## src/rtl/mem_access_unit.sv

```systemverilog
// ---------------------------------------------------------------------------
// mem_access_unit
//
// Load/store engine sitting between the register file and the data-memory
// bus. A transaction takes a 16-bit pointer from a register pair, performs a
// single byte-wide read or write over a req/ack handshake (any number of
// wait states), and hands back the load byte plus the updated pointer
// (post-increment or pre-decrement) so it can be written back into the
// same register pair. A missing acknowledge aborts the access after
// TIMEOUT request cycles with err=1.
//
// Parameters:
//   TIMEOUT    maximum number of cycles mem_req stays high without mem_ack
//              before the access is aborted; 0 disables the timeout.
//
// Ports:
//   clk        system clock, rising edge
//   reset      asynchronous, active-high reset
//   start      request a transaction (sampled only while busy=0)
//   we         1 = store, 0 = load (sampled with start)
//   mode       pointer update: 00 none, 01 post-inc, 10 pre-dec, 11 none
//   addr       pointer value from the register pair
//   wdata      store byte
//   busy       transaction in progress (CPU stall)
//   done       one-cycle completion pulse
//   err        valid with done; 1 = aborted by timeout
//   rdata      load byte, held until the next successful load
//   ptr_new    updated pointer, valid with done
//   ptr_wr     write-back strobe for ptr_new, pulses with done
//   mem_req    bus request
//   mem_we     bus write strobe
//   mem_addr   bus address
//   mem_wdata  bus write data
//   mem_rdata  bus read data, valid while mem_ack=1
//   mem_ack    bus acknowledge
// ---------------------------------------------------------------------------
module mem_access_unit #(
    parameter int TIMEOUT = 16
) (
    input  logic        clk,
    input  logic        reset,
    input  logic        start,
    input  logic        we,
    input  logic [1:0]  mode,
    input  logic [15:0] addr,
    input  logic [7:0]  wdata,
    output logic        busy,
    output logic        done,
    output logic        err,
    output logic [7:0]  rdata,
    output logic [15:0] ptr_new,
    output logic        ptr_wr,
    output logic        mem_req,
    output logic        mem_we,
    output logic [15:0] mem_addr,
    output logic [7:0]  mem_wdata,
    input  logic [7:0]  mem_rdata,
    input  logic        mem_ack
);

    // Wait-state counter only needs to reach TIMEOUT-1.
    localparam int CW = (TIMEOUT > 1) ? $clog2(TIMEOUT) : 1;
    localparam logic [CW-1:0] CNT_LAST = CW'((TIMEOUT > 0) ? (TIMEOUT - 1) : 0);
    localparam bit TIMEOUT_EN = (TIMEOUT != 0);

    typedef enum logic [1:0] {
        IDLE,
        REQ,
        FIN
    } state_t;

    state_t          state;
    state_t          state_next;

    logic            we_q;
    logic            upd_q;
    logic            err_q;
    logic [CW-1:0]   wait_cnt;
    logic            timeout_hit;
    logic [15:0]     addr_inc;
    logic [15:0]     addr_dec;
    logic            mode_inc;
    logic            mode_dec;

    // 16-bit modulo pointer arithmetic; wrap-around falls out of the width.
    assign addr_inc    = addr + 16'd1;
    assign addr_dec    = addr - 16'd1;
    assign mode_inc    = (mode == 2'b01);
    assign mode_dec    = (mode == 2'b10);
    assign timeout_hit = TIMEOUT_EN && (wait_cnt == CNT_LAST);

    // State register.
    always_ff @(posedge clk or posedge reset) begin
        if (reset) begin
            state <= IDLE;
        end else begin
            state <= state_next;
        end
    end

    // Next-state logic. An ack in the same cycle the counter expires takes
    // priority, so a late-but-in-time ack still completes normally.
    always_comb begin
        state_next = state;
        case (state)
            IDLE: begin
                if (start) begin
                    state_next = REQ;
                end
            end
            REQ: begin
                if (mem_ack || timeout_hit) begin
                    state_next = FIN;
                end
            end
            FIN: begin
                state_next = IDLE;
            end
            default: begin
                state_next = IDLE;
            end
        endcase
    end

    // Output decode. The write strobe is gated by mem_req so the bus never
    // sees a write outside an active request; address and data simply hold.
    always_comb begin
        mem_req = 1'b0;
        mem_we  = 1'b0;
        busy    = 1'b0;
        done    = 1'b0;
        err     = 1'b0;
        ptr_wr  = 1'b0;
        case (state)
            REQ: begin
                mem_req = 1'b1;
                mem_we  = we_q;
                busy    = 1'b1;
            end
            FIN: begin
                busy   = 1'b1;
                done   = 1'b1;
                err    = err_q;
                ptr_wr = upd_q & ~err_q;
            end
            default: begin
                mem_req = 1'b0;
            end
        endcase
    end

    // Transaction datapath. Everything the bus needs is captured at start so
    // that the register file is free to change while the access is pending.
    always_ff @(posedge clk or posedge reset) begin
        if (reset) begin
            we_q      <= 1'b0;
            upd_q     <= 1'b0;
            err_q     <= 1'b0;
            wait_cnt  <= '0;
            mem_addr  <= 16'h0000;
            mem_wdata <= 8'h00;
            ptr_new   <= 16'h0000;
            rdata     <= 8'h00;
        end else begin
            case (state)
                IDLE: begin
                    if (start) begin
                        we_q      <= we;
                        upd_q     <= mode_inc | mode_dec;
                        err_q     <= 1'b0;
                        wait_cnt  <= '0;
                        mem_wdata <= wdata;
                        mem_addr  <= mode_dec ? addr_dec : addr;
                        if (mode_inc) begin
                            ptr_new <= addr_inc;
                        end else if (mode_dec) begin
                            ptr_new <= addr_dec;
                        end else begin
                            ptr_new <= addr;
                        end
                    end
                end
                REQ: begin
                    if (mem_ack) begin
                        err_q <= 1'b0;
                        if (!we_q) begin
                            rdata <= mem_rdata;
                        end
                    end else if (timeout_hit) begin
                        err_q <= 1'b1;
                    end else if (TIMEOUT_EN) begin
                        wait_cnt <= wait_cnt + 1'b1;
                    end
                end
                default: begin
                    err_q <= err_q;
                end
            endcase
        end
    end

endmodule

```

## config.mk

```make
export PLATFORM = sky130hd
export DESIGN_NAME = mem_access_unit
export DESIGN_NICKNAME = d
export VERILOG_FILES = /design/src/rtl/mem_access_unit.sv
export SDC_FILE = /design/constraint.sdc
export NUM_CORES = 1
export LEC_CHECK = 0
export ABC_CLOCK_PERIOD_IN_PS = 1870
export CAP_MARGIN = 10
export CORE_ASPECT_RATIO = 1.2
export CORE_MARGIN = 4
export CORE_UTILIZATION = 35
export DETAILED_ROUTE_END_ITERATION = 16
export PLACE_DENSITY_LB_ADDON = 0.1
export SYNTH_ARGS = -nofsm -noshare
export SYNTH_HDL_FRONTEND = slang
export SYNTH_SLANG_ARGS = --single-unit
export TNS_END_PERCENT = 100
```

## constraint.sdc

```tcl
create_clock -name clk -period 1.87 [get_ports clk]
set_input_delay 0.374 -clock clk [delete_from_list [all_inputs] [get_ports clk]]
set_output_delay 0.374 -clock clk [all_outputs]
set_load 0.01 [all_outputs]
```

# ---- Word-level counts from Yosys, hierarchy flattened
# Cells that the tools add are included.
dict set report word_totals {
  inputBits 39
  register_bits 57
  elab_cells 54
  output_inout_bits 54
}
dict set report classes {
  n_bitwise 4
  muxes 19
  add_sub_neg 3
  n_reduce_logical 9
  eq_ne 10
}
# cell count
set ops {}
lappend ops {{16-bit two-way mux} 2}
lappend ops {{16-bit by 1-bit adder with 16-bit output (second input constant)} 1}
lappend ops {{16-bit by 1-bit subtractor with 16-bit output (second input constant)} 1}
lappend ops {{4-bit two-way mux} 3}
lappend ops {{1-bit two-way mux} 9}
lappend ops {{2-bit inequality test (second input constant)} 4}
lappend ops {{4-bit one-hot mux with 2 select lines} 1}
lappend ops {{3-bit AND reduction} 2}
lappend ops {{4-bit by 1-bit adder with 4-bit output (second input constant)} 1}
lappend ops {{2-bit by 1-bit == test with 1-bit output (second input constant)} 2}
lappend ops {{2-bit == test (second input constant)} 2}
lappend ops {{4-bit == test (second input constant)} 1}
lappend ops {{2-bit two-way mux} 2}
lappend ops {{2-bit one-hot mux with 2 select lines} 1}
lappend ops {{2-bit AND reduction} 2}
lappend ops {{4-bit AND reduction} 1}
lappend ops {{3-bit inequality test (second input constant)} 1}
lappend ops {{2-bit zero test} 1}
lappend ops {{1-bit NOT} 2}
lappend ops {{1-bit one-hot mux with 2 select lines} 1}
lappend ops {{2-bit nonzero test} 1}
lappend ops {{2-bit OR reduction} 1}
lappend ops {{1-bit AND} 1}
lappend ops {{1-bit logical OR} 1}
lappend ops {{1-bit bitwise OR} 1}

# ---- Logic depth before layout (Yosys ltp)
dict set report depth {
  word_depth 4
  mapped_depth 9
}

# ---- Least setup slack after synthesis
# OpenSTA, ideal clock, no wires.
dict set report synth_path {
  path_kind {input port to flip-flop}
  start {in mode[0]}
  end {reg mem_addr[15]}
  setup_slack_ns -0.191
  setup_ns 0.125
  stages 9
  path_buffers 2
  t_arrival_ns 1.936
  required_time_ns 1.745
  cell_sequence {inv_1 > ha_1 > buf_4 > or4b_1 > buf_6 > nor4_4 > nand2_1 > xnor2_1 > mux2_2}
}
dict set report synth_between {
  elab_chain_len 2
}
# element line
set synth_lines {}
lappend synth_lines {{from (decl)} 44} ;# input logic [1:0] mode,
lappend synth_lines {{2-bit == test} 89} ;# assign mode_dec = (mode == 2'b10);
lappend synth_lines {{16-bit two-way mux} 173} ;# mem_addr <= mode_dec ? addr_dec : addr;
lappend synth_lines {{to (signal assigned)} 173}
lappend synth_lines {{to (decl)} 55} ;# output logic [15:0] mem_addr,
# No other way between the ends.
# A chain may end at the register's enable or synchronous reset.

# ---- Worst setup path after layout
dict set report layout_path {
  start {in addr[8]}
  end {reg ptr_new[14]}
}
dict set report layout_between {
  elab_chain_len 3
}
# element line
set layout_lines {}
lappend layout_lines {{from (decl)} 45} ;# input logic [15:0] addr,
lappend layout_lines {{16-bit by 1-bit subtractor with 16-bit output} 87} ;# assign addr_dec = addr - 16'd1;
lappend layout_lines {{16-bit two-way mux} 176} ;# end else if (mode_dec) begin
lappend layout_lines {{16-bit two-way mux (*)} 174} ;# if (mode_inc) begin
lappend layout_lines {{to (signal assigned)} 175} ;# ptr_new <= addr_inc;
lappend layout_lines {{to (signal assigned)} 177} ;# ptr_new <= addr_dec;
lappend layout_lines {{to (signal assigned)} 179} ;# ptr_new <= addr;
lappend layout_lines {{to (decl)} 51} ;# output logic [15:0] ptr_new,
# Every way passes the cells marked *; elsewhere a longest branch is shown, timed or not.

==> reports/results.txt <==
Entering global routing, the biggest net connects 58 pins. The largest single stage delay on the critical path is 480 ps. For the pin with the worst max-slew slack, the measured transition is 582 ps.

On the final layout, the worst clock skew is 7.14 ps. Worst hold-check path type: in2reg. The final layout contains routed wiring with a total length of 8480 microns. The global route total overflow came out at 0. The logs give 0 for the antenna violation net count after detailed routing and 59 for the DRC marker count from the first detailed-route iteration. In this run the horizontal extent of the chip is 93.8 microns.

Highest-delay cell along the critical path: clkdlybuf4s50_1. Initial core utilization: 35.9%. The tools report the number of endpoints failing setup at the final stage as 0.

The Yosys step of the flow raised 0 warnings. Across the run, the number of max-cap violations was 0. The length of the first detailed-routing pass in iterations was 4. STA classifies the critical path startpoint as an input port. After floorplanning, the core was divided into 37 placement rows. The areal power density over the cells was 1290 nW/um^2.

In this run the worst path has a maximum fanout of 6. After detailed placement, the design holds a cell count of 549. The area growth from synthesis to layout is 54.4%. The final critical-path share of the clock period came out at 97.4%. The floorplan step defined a core boundary enclosing 8610 sq um. The run gives 2878 as the via count of the first global-routing pass. For this run, the number of standard cells in the final layout without fillers is 569. The clock sink total came out at 57.

Start point of the critical path: addr[8]. For the count of endpoints failing hold in the final timing report, the log shows 0. Of the cells placed in the final design, the portion with a size suffix greater than 1 is 26.5%. The smallest clock period supported by the final layout is computed as 1820 ps. Dividing the detail-routed wire length by the instance count gives 14.9 microns. Worst-case headroom to the max-slew limit: 60.8%. The floorplan step defined a die boundary enclosing 10400 sq um. The beginning of the worst hold path was mode[1]. After the last flow step, the layout net total stands at 494.

The kind of critical path is in2reg. Counting the fill cells in the layout gives 809. Total power for the finished layout comes to 0.00619 W. The flow ran to the end, and the final reports show no timing, DRC or antenna violations. Buffers placed on the I/O ports in this run total 92. After technology mapping, the gate count stands at 309. The chip height was 111 microns; the maximum clock insertion buffer count was 2. Global routing consumed, over all layers together, 16.7% of the routing resources. The post-cts hold buffer count is 0, and the area of the mapped netlist is 3090 sq um. When the netlist entered floorplanning its net count stood at 356. The type of element capturing the critical path is a register. Among all flip-flop cells after synthesis, the most frequent one is dfrtp_1. In this run the critical register-to-register path is launched from state[0]. Per-instance average area after synthesis: 10.0 sq um. The total clock buffers created by CTS was 9; the clock latency on the worst-skew pair was 330 ps. Sequential elements use 46.1% of the synthesized area.

IR analysis of the VDD net gives a maximum drop of 499 uV. Timing would allow up to 0.549 GHz. For the post-detailed-route DRC marker count, the log shows 0. Synthesis inferred 57 register bits. The count of flip-flops with a built-in enable after synthesis works out to 0.

The number of antenna violations at the first check in global routing was 0. After clock tree synthesis, the clock-pin slew on the worst setup and hold paths is 70 ps. In the final layout, flip-flops and latches occupy 1430 sq um. STA puts the critical path data required time at 2130 ps. TritonCTS built the clock tree.

Setup repair after global routing could not meet its margin everywhere. The tools report the level count of the clock H-tree as 3. Final number of max-transition violations: 0. Counting flops with an async set or reset pin after synthesis yields a share of 100%. The run gives 0.895 as the final weighted congestion of routability-driven global placement. In the final timing run, aggregate negative setup slack is 0 ps. The number of library cell types mapped by synthesis was 50. Multi-input logic area: 1580 sq um. The number of diodes added for antenna fixing was 0. At the worst endpoint, the arrival time is 2080 ps. The tree is rooted in a clkbuf_8. Traced cell by cell, the critical path runs through clkdlybuf4s50_1, buf_4, nand4_1, or3_4, o2bb2a_4, xor2_1, o21ai_1.

The logs give 14000 microns for the first-pass GRT wire length and 6480 microns for the half-perimeter wire length after detailed placement. For this block, the via count after detailed routing is 2751. Dividing the detail-routed via count by the number of cells gives 4.83. Summed over all cells, the static leakage comes to 2.05 nW. The run gives 93 as the count of pins on the block boundary.
-- worst paths after layout --
path,endpoint,slack [ps],cells past startpoint
max,ptr_new[14],50,7
min,upd_q,400,3
max reg2reg,wait_cnt[3],210,6
min reg2reg,ptr_new[0],480,2
max in group asynchronous,mem_addr[3],1190,3
min in group asynchronous,mem_wdata[1],420,3
-- logic make-up (layout without fill, tap and decap cells) --
kind of cell | count (synthesis) | in the layout | synth area share, %
adders and majority gates | 8 | 8 | 3.24
DFF | 57 | 57 | 46.1
AOI/OAI and AO/OA | 64 | 64 | 13.1
buffers and inverters | 34 | 177 | 5.62
muxes | 20 | 20 | 7.28
and+or+nand+nor | 97 | 97 | 16.5
xor gates and xnor gates | 29 | 29 | 8.21
-- where the power goes --
part | switching, W | total, W | leakage, nW | internal [W]
Clock | 0.000513 | 0.00116 | 0.0953 | 0.000647
Sequential | 0.000333 | 0.00215 | 0.701 | 0.00182
Combinational | 0.00123 | 0.00287 | 1.25 | 0.00164
-- per-stage QoR --
stage          worst slack, ps  hold WS (ps)  util (%)  area, sq um
2_1_floorplan             -147           450         -         3130
3_3_place_gp              -740           464      52.3         4500
3_5_place_dp              -764           470      52.3         4500
4_1_cts                   4.96           430      54.6         4700
5_1_grt                  -22.6           406      55.5         4780
6_report                  48.1           400      55.5         4780
-- per-layer routing --
layer  global-route usage (%)  share of wire, %  up-vias
met1                     20.1                41     1328
li1                         -                 -     1338
met3                     3.80               5.3       10
met5                        0                 0        -
met2                     29.2                52       75
met4                     5.11               1.8        0
-- worst max-delay path, delay by kind of cell --
kind                   cells  cell delay [ps]
AND/OR/NAND/NOR            2              610
buffers and inverters      2              630
AO/OA/AOI/OAI              2              340
XOR/XNOR                   1              130
-- cells in the final DEF (no fill, tap or decap), types with 3 or more instances in the layout --
cell type / count
buf_12: 4
xor2_1: 16
mux2_2: 20
nand3_1: 5
clkbuf_8: 10
dlygate4sd2_1: 5
buf_4: 53
nand4_1: 4
ha_1: 6
xnor2_1: 13
a32oi_1: 3
o21ai_0: 27
o21ai_1: 10
nor3_1: 6
nand2_1: 45
a21oi_1: 6
nor2_1: 13
nor4_4: 3
dfrtp_1: 57
clkdlybuf4s50_1: 79
inv_1: 10
clkbuf_2: 3
a22o_1: 5
-- synth_stat cells (all sizes together), types with 2 or more instances --
library cell	n	share of area (%)
a32oi	3	0.85
ha	8	3.2
a22oi	2	0.49
and2	2	0.40
mux2	20	7.3
nand2	47	5.7
xnor2	13	3.7
inv	12	1.5
buf	10	2.7
dfrtp	57	46
nor4	6	2.4
a21oi	6	0.97
nand3	5	0.81
nor3	8	1.7
a22o	5	1.4
nor2	14	1.9
or3	2	0.40
o21ai	38	6.3
xor2	16	4.5
clkbuf	12	1.5
nand4	4	0.81
or4	2	0.61
-- sequential cells by signal (all words and copies together), names as in the netlist --
| register | cells |
|---|---|
| err_q | 1 |
| mem_addr | 16 |
| upd_q | 1 |
| mem_wdata | 8 |
| wait_cnt | 4 |
| state | 2 |
| we_q | 1 |
| rdata | 8 |
| ptr_new | 16 |
-- cell type report --
cell class                      count  area share (%)
Multi-Input combinational cell    218            33.0
Clock buffer                       11            2.96
Clock inverter                      5            1.15
Tap cell                          117            3.06
Timing Repair Buffer              149            28.8
Sequential cell                    57            29.9
Inverter                           12            1.20
-- what timing repair did --
item / 4_1_cts / 5_1_grt
buffers inserted: 1 / 3
resized for setup: 23 / 21
setup endpoints to repair: 31 / 16
gates cloned: 0 / 0
pin swaps: 4 / 11
No activity file was read; power rests on OpenSTA's default activity.
